`src/rtl/spi_mem_pkg.sv`:
```
// Shared command codes, address width and FSM encoding for the SPI memory responder.
package spi_mem_pkg;

  localparam logic [7:0] CMD_READ      = 8'h03;
  localparam logic [7:0] CMD_WRITE     = 8'h02;
  localparam int         SPI_ADDR_BITS = 24;

  typedef enum logic [2:0] {
    IDLE    = 3'd0,
    CMD     = 3'd1,
    ADDR    = 3'd2,
    RD_DATA = 3'd3,
    WR_DATA = 3'd4,
    IGNORE  = 3'd5
  } state_t;

endpackage

```
`src/rtl/spi_mem_responder_if.sv`:
```
// SPI link bundle between the memory controller (master) and the RAM responder (slave).
interface spi_mem_responder_if;

  logic sclk;
  logic cs_n;
  logic mosi;
  logic miso;
  logic miso_oe;
  logic busy;

  modport master (output sclk, cs_n, mosi, input miso, miso_oe, busy);
  modport slave  (input sclk, cs_n, mosi, output miso, miso_oe, busy);

endinterface

```
`src/rtl/spi_edge_sync.sv`:
```
// Multi-flop synchronizer for an asynchronous level, with one-clk rise/fall pulses.
module spi_edge_sync #(
  parameter int   SYNC_FF = 2,
  parameter logic RST_VAL = 1'b0
) (
  input  logic clk,
  input  logic rst,
  input  logic i_d,
  output logic o_q,
  output logic o_rise,
  output logic o_fall
);

  logic [SYNC_FF-1:0] r_sync;
  logic               r_prev;

  always_ff @(posedge clk or posedge rst) begin
    if (rst) begin
      r_sync <= {SYNC_FF{RST_VAL}};
      r_prev <= RST_VAL;
    end else begin
      r_sync <= {r_sync[SYNC_FF-2:0], i_d};
      r_prev <= r_sync[SYNC_FF-1];
    end
  end

  assign o_q    = r_sync[SYNC_FF-1];
  assign o_rise =  o_q & ~r_prev;
  assign o_fall = ~o_q &  r_prev;

endmodule

```
`src/rtl/spi_mem_responder.sv`:
```
// SPI mode-0 byte-addressed RAM target (0x03 read, 0x02 write, 24-bit address, bursts).
// Optional backdoor preload port enabled by defining SPI_MEM_LOAD_PORT_EN.
module spi_mem_responder #(
  parameter int ADDR_W  = 8,
  parameter int SYNC_FF = 2
) (
  input  logic                clk,
  input  logic                rst,
  spi_mem_responder_if.slave  spi
`ifdef SPI_MEM_LOAD_PORT_EN
  ,
  input  logic                ld_we,
  input  logic [ADDR_W-1:0]   ld_addr,
  input  logic [7:0]          ld_data,
  output logic [7:0]          rd_data
`endif
);

  import spi_mem_pkg::*;

  localparam int DEPTH = 2 ** ADDR_W;

  state_t              r_state, w_nxt;
  logic [4:0]          r_cnt;
  logic [6:0]          r_rx;
  logic [7:0]          r_tx;
  logic [ADDR_W-2:0]   r_addr_sh;
  logic [ADDR_W-1:0]   r_addr;
  logic                r_miso;
  logic                r_is_rd;
  logic [SYNC_FF-1:0]  r_mosi_sync;
  logic [7:0]          r_mem [DEPTH];

  logic                w_sclk_unused, w_sclk_rise, w_sclk_fall;
  logic                w_cs_n_s, w_cs_rise, w_cs_fall;
  logic                w_mosi_s, w_rise, w_fall;
  logic [7:0]          w_rx_next;
  logic [ADDR_W-1:0]   w_addr_next, w_rd_idx;
  logic [7:0]          w_mem_rd;
  logic                w_spi_we, w_mem_we;
  logic [ADDR_W-1:0]   w_mem_waddr;
  logic [7:0]          w_mem_wdata;

  spi_edge_sync #(.SYNC_FF(SYNC_FF), .RST_VAL(1'b0)) u_sclk_sync (
    .clk(clk), .rst(rst), .i_d(spi.sclk),
    .o_q(w_sclk_unused), .o_rise(w_sclk_rise), .o_fall(w_sclk_fall)
  );

  spi_edge_sync #(.SYNC_FF(SYNC_FF), .RST_VAL(1'b1)) u_cs_sync (
    .clk(clk), .rst(rst), .i_d(spi.cs_n),
    .o_q(w_cs_n_s), .o_rise(w_cs_rise), .o_fall(w_cs_fall)
  );

  // Same depth as the edge synchronizers so mosi is aligned with the rise pulse.
  always_ff @(posedge clk or posedge rst) begin
    if (rst) r_mosi_sync <= '0;
    else     r_mosi_sync <= {r_mosi_sync[SYNC_FF-2:0], spi.mosi};
  end

  assign w_mosi_s    = r_mosi_sync[SYNC_FF-1];
  assign w_rise      = w_sclk_rise & ~w_cs_n_s;
  assign w_fall      = w_sclk_fall & ~w_cs_n_s;
  assign w_rx_next   = {r_rx, w_mosi_s};
  assign w_addr_next = {r_addr_sh, w_mosi_s};
  assign w_rd_idx    = (r_state == ADDR) ? w_addr_next : r_addr + ADDR_W'(1);
  assign w_mem_rd    = r_mem[w_rd_idx];

  always_ff @(posedge clk or posedge rst) begin
    if (rst) r_state <= IDLE;
    else     r_state <= w_nxt;
  end

  always_comb begin
    w_nxt    = r_state;
    w_spi_we = 1'b0;
    case (r_state)
      IDLE:    if (w_cs_fall) w_nxt = CMD;
      CMD:     if (w_rise && r_cnt == 5'd7)
                 w_nxt = (w_rx_next == CMD_READ || w_rx_next == CMD_WRITE) ? ADDR : IGNORE;
      ADDR:    if (w_rise && r_cnt == 5'(SPI_ADDR_BITS - 1))
                 w_nxt = r_is_rd ? RD_DATA : WR_DATA;
      WR_DATA: w_spi_we = w_rise && (r_cnt == 5'd7);
      default: ;
    endcase
    // Deselect wins over everything, including a coincident last write bit.
    if (w_cs_rise) begin
      w_nxt    = IDLE;
      w_spi_we = 1'b0;
    end
  end

  always_ff @(posedge clk or posedge rst) begin
    if (rst) begin
      r_cnt     <= '0;
      r_rx      <= '0;
      r_tx      <= '0;
      r_addr_sh <= '0;
      r_addr    <= '0;
      r_miso    <= 1'b0;
      r_is_rd   <= 1'b0;
    end else if (r_state == IDLE || w_cs_n_s) begin
      r_cnt  <= '0;
      r_miso <= 1'b0;
    end else begin
      case (r_state)
        CMD: if (w_rise) begin
          r_rx  <= w_rx_next[6:0];
          r_cnt <= (r_cnt == 5'd7) ? 5'd0 : r_cnt + 5'd1;
          if (r_cnt == 5'd7) r_is_rd <= (w_rx_next == CMD_READ);
        end
        ADDR: if (w_rise) begin
          r_addr_sh <= w_addr_next[ADDR_W-2:0];
          if (r_cnt == 5'(SPI_ADDR_BITS - 1)) begin
            r_cnt  <= '0;
            r_addr <= w_addr_next;
            r_tx   <= w_mem_rd;
            r_miso <= 1'b0;
          end else begin
            r_cnt <= r_cnt + 5'd1;
          end
        end
        RD_DATA: if (w_fall) begin
          r_miso <= r_tx[7];
          if (r_cnt == 5'd7) begin
            r_cnt  <= '0;
            r_addr <= r_addr + ADDR_W'(1);
            r_tx   <= w_mem_rd;
          end else begin
            r_cnt <= r_cnt + 5'd1;
            r_tx  <= {r_tx[6:0], 1'b0};
          end
        end
        WR_DATA: if (w_rise) begin
          r_rx <= w_rx_next[6:0];
          if (r_cnt == 5'd7) begin
            r_cnt  <= '0;
            r_addr <= r_addr + ADDR_W'(1);
          end else begin
            r_cnt <= r_cnt + 5'd1;
          end
        end
        default: ;
      endcase
    end
  end

  always_comb begin
    w_mem_we    = w_spi_we;
    w_mem_waddr = r_addr;
    w_mem_wdata = w_rx_next;
`ifdef SPI_MEM_LOAD_PORT_EN
    if (ld_we && r_state == IDLE) begin
      w_mem_we    = 1'b1;
      w_mem_waddr = ld_addr;
      w_mem_wdata = ld_data;
    end
`endif
  end

  always_ff @(posedge clk) begin
    if (w_mem_we) r_mem[w_mem_waddr] <= w_mem_wdata;
  end

`ifdef SPI_MEM_LOAD_PORT_EN
  assign rd_data = r_mem[ld_addr];
`endif

  assign spi.miso    = (r_state == RD_DATA) ? r_miso : 1'b0;
  assign spi.miso_oe = ~w_cs_n_s;
  assign spi.busy    = (r_state != IDLE);

endmodule

```
`src/flat_wrapper.sv`:
```
// flat-port wrapper written by rule: the top's interface ports become plain ports
module spi_mem_responder_flat import spi_mem_pkg::*;
#(
  parameter int ADDR_W  = 8,
  parameter int SYNC_FF = 2
)
  (clk, rst, spi_sclk, spi_cs_n, spi_mosi, spi_miso, spi_miso_oe, spi_busy);
  spi_mem_responder_if spi_i ();
  input  logic clk;
  input  logic rst;
  input wire logic [$bits(spi_i.sclk)-1:0] spi_sclk;
  input wire logic [$bits(spi_i.cs_n)-1:0] spi_cs_n;
  input wire logic [$bits(spi_i.mosi)-1:0] spi_mosi;
  output wire logic [$bits(spi_i.miso)-1:0] spi_miso;
  output wire logic [$bits(spi_i.miso_oe)-1:0] spi_miso_oe;
  output wire logic [$bits(spi_i.busy)-1:0] spi_busy;
  assign spi_i.sclk = spi_sclk;
  assign spi_i.cs_n = spi_cs_n;
  assign spi_i.mosi = spi_mosi;
  assign spi_miso = spi_i.miso;
  assign spi_miso_oe = spi_i.miso_oe;
  assign spi_busy = spi_i.busy;
  spi_mem_responder #(.ADDR_W(ADDR_W), .SYNC_FF(SYNC_FF)) u_core (.clk(clk), .rst(rst), .spi(spi_i));
endmodule
```
`config.mk`:
```
export PLATFORM = sky130hd
export DESIGN_NAME = spi_mem_responder_flat
export DESIGN_NICKNAME = d
export VERILOG_FILES = /design/src/rtl/spi_mem_pkg.sv /design/src/rtl/spi_mem_responder_if.sv /design/src/rtl/spi_edge_sync.sv /design/src/rtl/spi_mem_responder.sv /design/src/flat_wrapper.sv
export SDC_FILE = /design/constraint.sdc
export NUM_CORES = 2
export LEC_CHECK = 0
export ABC_AREA = 0
export BUFFER_PORTS_ARGS = -buffer_cell sky130_fd_sc_hd__clkbuf_2
export CAP_MARGIN = 5
export CORE_UTILIZATION = 60
export DETAILED_ROUTE_END_ITERATION = 10
export PLACE_DENSITY = 0.76
export SETUP_SLACK_MARGIN = 0.15
export SYNTH_ARGS = -nofsm -noshare
export SYNTH_HDL_FRONTEND = slang
export SYNTH_SLANG_ARGS = --single-unit
```
`constraint.sdc`:
```
create_clock -name clk -period 12.6 [get_ports clk]
set_input_delay 2.52 -clock clk [delete_from_list [all_inputs] [get_ports clk]]
set_output_delay 2.52 -clock clk [all_outputs]
set_load 0.03 [all_outputs]
```
Word-level counts from Yosys, hierarchy flattened
Memory sizes are Yosys's and may differ from the RTL's.
Index checks and enable logic that the tools add are counted.
{ "totals": {"inputBits": 5, "ramBits": 2048, "register_bits": 48, "n_memories": 1, "elab_cells": 102, "out_inout_bits": 3} }
{ "op_classes": {"addsub": 2, "n_eq_ne": 19, "n_bitwise": 11, "reduce_logical": 20, "mux": 36} }
{ "mem_list": {"columns": ["name", "depth", "word_bits", "rd", "rd_clocked_by_memory_dff", "write_ports", "line_no", "text"], "rows": [
  ["u_core.r_mem", 256, 8, 1, 0, 1, "spi_mem_responder.sv:32", "logic [7:0] r_mem [DEPTH];"]
]} }
{ "op_table": {"columns": ["operator", "n"], "rows": [
  ["$mux 8", 10],
  ["$mux 5", 6],
  ["$pmux 8 s3", 1],
  ["$mux 3", 6],
  ["$eq 8x2->1 const B", 2],
  ["$pmux 8 s2", 1],
  ["$reduce_and 4->1", 4],
  ["$pmux 5 s3", 1],
  ["$mux 1", 9],
  ["$ne 3x3->1 const B", 3],
  ["$pmux 3 s3", 1],
  ["$reduce_bool 3->1", 3],
  ["$add 8x1->8 const B", 1],
  ["$reduce_bool 4->1", 2],
  ["$and 1x1->1", 6],
  ["$eq 3x2->1 const B", 2],
  ["$ne 2x1->1 const B", 3],
  ["$ne 3x1->1 const B", 2],
  ["$ne 3x2->1 const B", 2],
  ["$reduce_and 3->1", 2],
  ["$reduce_and 6->1", 1],
  ["$add 5x1->5 const B", 1],
  ["$eq 5x3->1 const B", 1],
  ["$eq 5x5->1 const B", 1],
  ["11 further kinds", 17]
]} }

Logic depth before layout (Yosys ltp)
{ "depth": {"ltp_word": 8, "mapped_depth": 15, "mapped_depth_nobuf": 10} }

By module
From an unflattened synthesis, not the netlist that was laid out.
{ "hier_totals": {"hier_cells": 5716, "hier_area_um2": 83318.7} }
{ "modules_own_cells": {"columns": ["module", "cells_per_inst", "instances", "area_each_um2", "seq_area_each_um2"], "rows": [
  ["spi_mem_responder", 5704, 1, 83127.2, 62550.0],
  ["spi_edge_sync (u_core.u_cs_sync)", 6, 1, 97.6, 78.8],
  ["spi_edge_sync (u_core.u_sclk_sync)", 6, 1, 93.8, 75.1]
]} }

Least setup slack after synthesis
OpenSTA, ideal clock, no wires.
{ "synth_path": {"path_type": "register -> register", "startpoint": "register u_core.r_mosi_sync[1]", "endpoint": "register u_core.r_tx[7]", "t_arrival_ns": 5.374, "stages_incl_launch_ff": 12, "n_path_buf": 2, "setup_time_ns": 0.136, "period_less_slack_ns": 5.510, "required_time_ns": 12.464, "setup_slack_ns": 7.090, "cell_sequence": "dfrtp_1 > nor4b_4 > a21o_1 > buf_6 > buf_4 > a211oi_1 > a311oi_1 > a211oi_1 > o22ai_1 > or3_1 > nor4_1 > a31oi_1"} }
{ "synth_between": {"elab_chain_len": 5, "word_cells_on_any_way": 7, "classes_between": "mux: 6; memory: 1"} }
{ "synth_rtl": {"columns": ["item", "line_no", "text"], "rows": [
  ["start: declaration", "spi_mem_responder.sv:31", "logic [SYNC_FF-1:0] r_mosi_sync;"],
  ["start signal: assignment", "spi_mem_responder.sv:57", "else r_mosi_sync <= {r_mosi_sync[SYNC_FF-2:0], spi.mosi};"],
  ["$mux 8 (*)", "spi_mem_responder.sv:65", "assign w_rd_idx = (r_state == ADDR) ? w_addr_next : r_addr + ADDR_W'(1);"],
  ["$mem_v2 256x8 (*)", null, null],
  ["$mux 8 (on tied branches)", "spi_mem_responder.sv:124, spi_mem_responder.sv:113", null],
  ["$mux 8 (on tied branches)", "spi_mem_responder.sv:122, spi_mem_responder.sv:111", null],
  ["$pmux 8 s2 (*)", "spi_mem_responder.sv:105", "case (r_state)"],
  ["end signal: assignment", "spi_mem_responder.sv:116", "r_tx <= w_mem_rd;"],
  ["end signal: assignment", "spi_mem_responder.sv:127", "r_tx <= w_mem_rd;"],
  ["end signal: assignment", "spi_mem_responder.sv:130", "r_tx <= {r_tx[6:0], 1'b0};"],
  ["end: declaration", "spi_mem_responder.sv:26", "logic [7:0] r_tx;"]
]} }
Every way passes the cells marked *; elsewhere a longest branch is shown, timed or not. The select of a mux whose other input is x is not followed.
A chain may end at the register's enable or synchronous reset.

Final worst setup path
{ "layout_path": {"startpoint": "register u_core.r_mosi_sync[1]", "endpoint": "register u_core.r_tx[1]"} }
Same word-level chain as after synthesis.

==> flow_summary.json <==
{
  "status": "finished clean",
  "synthesis.area_um2": 83800,
  "initial_core_util_pct": 60.8,
  "clkSinkCount": 2096,
  "drv_slew": 0,
  "cts_tree": "built",
  "dpl.hpwl_um": 140000,
  "swShare_pct": 26.6,
  "cp.depth": 11,
  "syn_area_per_cell_um2": 13.8,
  "cp-start-kind": "flop",
  "cts_setup_buffers": 0,
  "synth_edf_count": 2048,
  "clk_path_buf_depth": 3,
  "p_int_w": 0.0118,
  "synth_area_leaders": "edfxtp_1 73%, nand2_1 6.6%, mux2i_1 3.5%",
  "cts_max_level": 4,
  "power.density_nw_per_um2": 176,
  "critPathMaxFanout": 131,
  "irDropWorstVdd_mv": 0.211,
  "rsz0062_at_grt": "no",
  "synth_flop_cell": "edfxtp_1",
  "r2r_slack_ps": 6260,
  "gp_congestion": 0.988,
  "cts-root-buf": "clkbuf_16",
  "die_h_um": 376,
  "period_share_pct": 50.3,
  "nNetsFinal": 6000,
  "setup_tns_ps": 0,
  "yosys_warnings": 0,
  "hold_violations": 0,
  "grt_pass1_vias": 50700,
  "areaGrowthSynthToFinish_pct": 9.05,
  "die_x_um": 376,
  "min-delay-start": "u_core.u_cs_sync.r_sync[0]",
  "cts_made_buffers": 197,
  "final_cells": 8016,
  "antenna_found_initial": 16,
  "drt_wl_total_um": 241000,
  "crit_type": "reg -> reg",
  "ios": 8,
  "ys_seq_elements": 2096,
  "hold_buffers": 0,
  "synth_top_area_share_pct": 73.4,
  "hold_depth": 0,
  "fmax_mhz": 158,
  "grt_pass1_wl_um": 345000,
  "pwr-share-comb_pct": 11.6,
  "drtIter0Drc": 9823,
  "rows": 136,
  "final_core_util_pct": 66.2,
  "vias": 54400,
  "dp.cells": 7651,
  "path_clk_slew_ps": 70,
  "pwr-share-seq_pct": 53.2,
  "post_cts_resize_count": 0,
  "worstSetupEndpointType": "flop",
  "worst_ep_required_time_ps": 13280,
  "crit_top_cell": "a22oi_1",
  "max_stage_delay_ps": 880,
  "crit_slowest_cell": "nor4b_4",
  "total_power_w": 0.0161,
  "drtAntennaViolNets": 0,
  "dieArea_um2": 141000,
  "drv_cap": 0,
  "power.switching_w": 0.00428,
  "clkPwrFrac_pct": 35.2,
  "avgViaCountPerCell": 6.78,
  "worst_slew_margin_rel_pct": 4.85,
  "min_path_type": "reg -> reg",
  "worstRegToRegCells": 11,
  "yosysTopAreaCell": "edfxtp_1",
  "drive_gt1_share_pct": 7.06,
  "core_um2": 138000,
  "grt.overflow.total": 0,
  "hold_path_end": "u_core.u_cs_sync.r_sync[1]",
  "drc": 0,
  "yosysUniqueCellTypes": 80,
  "fin_hold_ws_ps": 348,
  "arrival_ps": 7020,
  "fillCellCount": 9228,
  "grt_max_degree": 195,
  "final_common_cell": "edfxtp_1",
  "path_delay_family": "simple AND/OR/NAND/NOR gates",
  "skew_ps": 30.0,
  "tightest_slew_ps": 1430,
  "reg2reg_from": "u_core.r_mosi_sync[1]",
  "clk_latency_ps": 850,
  "setup_viol": 0,
  "dr.pass1.iters": 7,
  "grt_usage_pct": 33.8,
  "layout_common_cells": "2048 x edfxtp_1, 1465 x nand2_1, 496 x nand3_1",
  "wl_per_cell_um": 30.1,
  "period_needed_ps": 6340,
  "synth_nets": 6087,
  "crit_buf_inv": 2,
  "seq_area_frac_synth_pct": 74.8,
  "ys_async_sr_fraction_pct": 2.29,
  "syn-instance-count": 6076,
  "crit_chain": "nor4b_4 > a21o_4 > buf_12 > buf_4 > mux2i_1 > a22oi_1 > a22oi_1 > a21oi_1 > or4_1 > nor4_1 > a31oi_1",
  "port_buffers": 7,
  "p_leak_nw": 29.3,
  "r2r_end": "u_core.r_tx[1]"
}
## final cells by class
cell class / count / area, um2 / share of cell area, %
inverters: 32 / 120 / 0.131
diodes: 7 / 17.5 / 0.0192
clock inverters: 107 / 857 / 0.937
clock buffers: 249 / 5210 / 5.70
repair buffers: 113 / 926 / 1.01
multi-input cells: 3549 / 19200 / 21.0
flip-flops and latches: 2096 / 62700 / 68.6
well taps: 1863 / 2330 / 2.55
## through the flow
stage                     cell area, um2  setup WS [ps]
after floorplan                    83800           7090
after global placement             85300           6600
after detailed placement           85300           6540
after CTS                          91400           6510
after global routing               91400           6170
final                              91400           6260
## sequential cells by signal (all words and copies together) (netlist names)
name and flops:
u_core.u_cs_sync.r_sync 2, u_core.r_state 3, u_core.r_addr_sh 7, u_core.r_addr 8, u_core.r_mem 2048, u_core.r_mosi_sync 2, u_core.u_cs_sync.r_prev 1, u_core.r_miso 1
u_core.r_cnt 5, u_core.u_sclk_sync.r_prev 1, u_core.r_tx 8, u_core.r_rx 7, u_core.u_sclk_sync.r_sync 2, u_core.r_is_rd 1
## worst max path at each step
stage | startpoint | endpoint | slack [ps]
6_report | u_core.r_mosi_sync[1] | u_core.r_tx[1] | 6260
4_1_cts | u_core.r_mosi_sync[1] | u_core.r_tx[1] | 6510
5_1_grt | u_core.r_mosi_sync[1] | u_core.r_tx[1] | 6170
3_3_place_gp | u_core.r_mosi_sync[1] | u_core.r_tx[1] | 6600
3_5_place_dp | u_core.r_mosi_sync[1] | u_core.r_tx[1] | 6540
2_1_floorplan | u_core.r_mosi_sync[1] | u_core.r_tx[7] | 7090
## cells in the mapped netlist (all sizes together) (11+ instances only)
| cell | number |
|---|---|
| edfxtp | 2048 |
| nand2 | 1466 |
| nand3 | 500 |
| buf | 302 |
| nor2 | 301 |
| mux2i | 294 |
| a21oi | 153 |
| a32oi | 151 |
| nand4 | 131 |
| clkbuf | 97 |
| a31oi | 85 |
| a22oi | 59 |
| a211oi | 52 |
| dfrtp | 45 |
| o21ai | 40 |
| nor3 | 35 |
| inv | 32 |
| and3 | 30 |
| o2111ai | 29 |
| a311oi | 27 |
| a221oi | 23 |
| o22ai | 23 |
| or3 | 16 |
| a21o | 12 |
| mux2 | 12 |
| o31ai | 11 |
## routing by layer
layer	vias to the layer above	global-route usage, %	part of all wire (%)
met3	735	10.6	15
met5	-	0	0.060
met4	18	18.0	5.7
met1	26500	46.4	35
li1	22700	-	-
met2	4405	48.5	44
## worst register-to-register path, delay by kind of cell (launching register included)
kind	cells	cell delay, ps
simple gates	3	2350
compound gates	5	1180
flops	1	780
buf+inv	2	1530
mux	1	320
## power by group through the flow
stage / Clock (W) / Combinational [W] / Sequential, W
6_report: 0.00566 / 0.00187 / 0.00856
5_1_grt: 0.00592 / 0.00191 / 0.00856
3_3_place_gp: 0 / 0.00174 / 0.00869
3_5_place_dp: 0 / 0.00178 / 0.00870
2_1_floorplan: 0 / 0.000783 / 0.00896
4_1_cts: 0.00565 / 0.00179 / 0.00855
## cells by family after synthesis
group,after synthesis,share of synthesized area [%]
flip-flops,2096,74.8
buffers and inverters,431,2.41
AO/OA/AOI/OAI,706,6.06
adder cells (fa/ha/maj),7,0.101
XOR/XNOR,8,0.0836
multiplexers,306,3.67
AND/OR/NAND/NOR,2522,12.9
No activity file was read; power rests on OpenSTA's default activity.
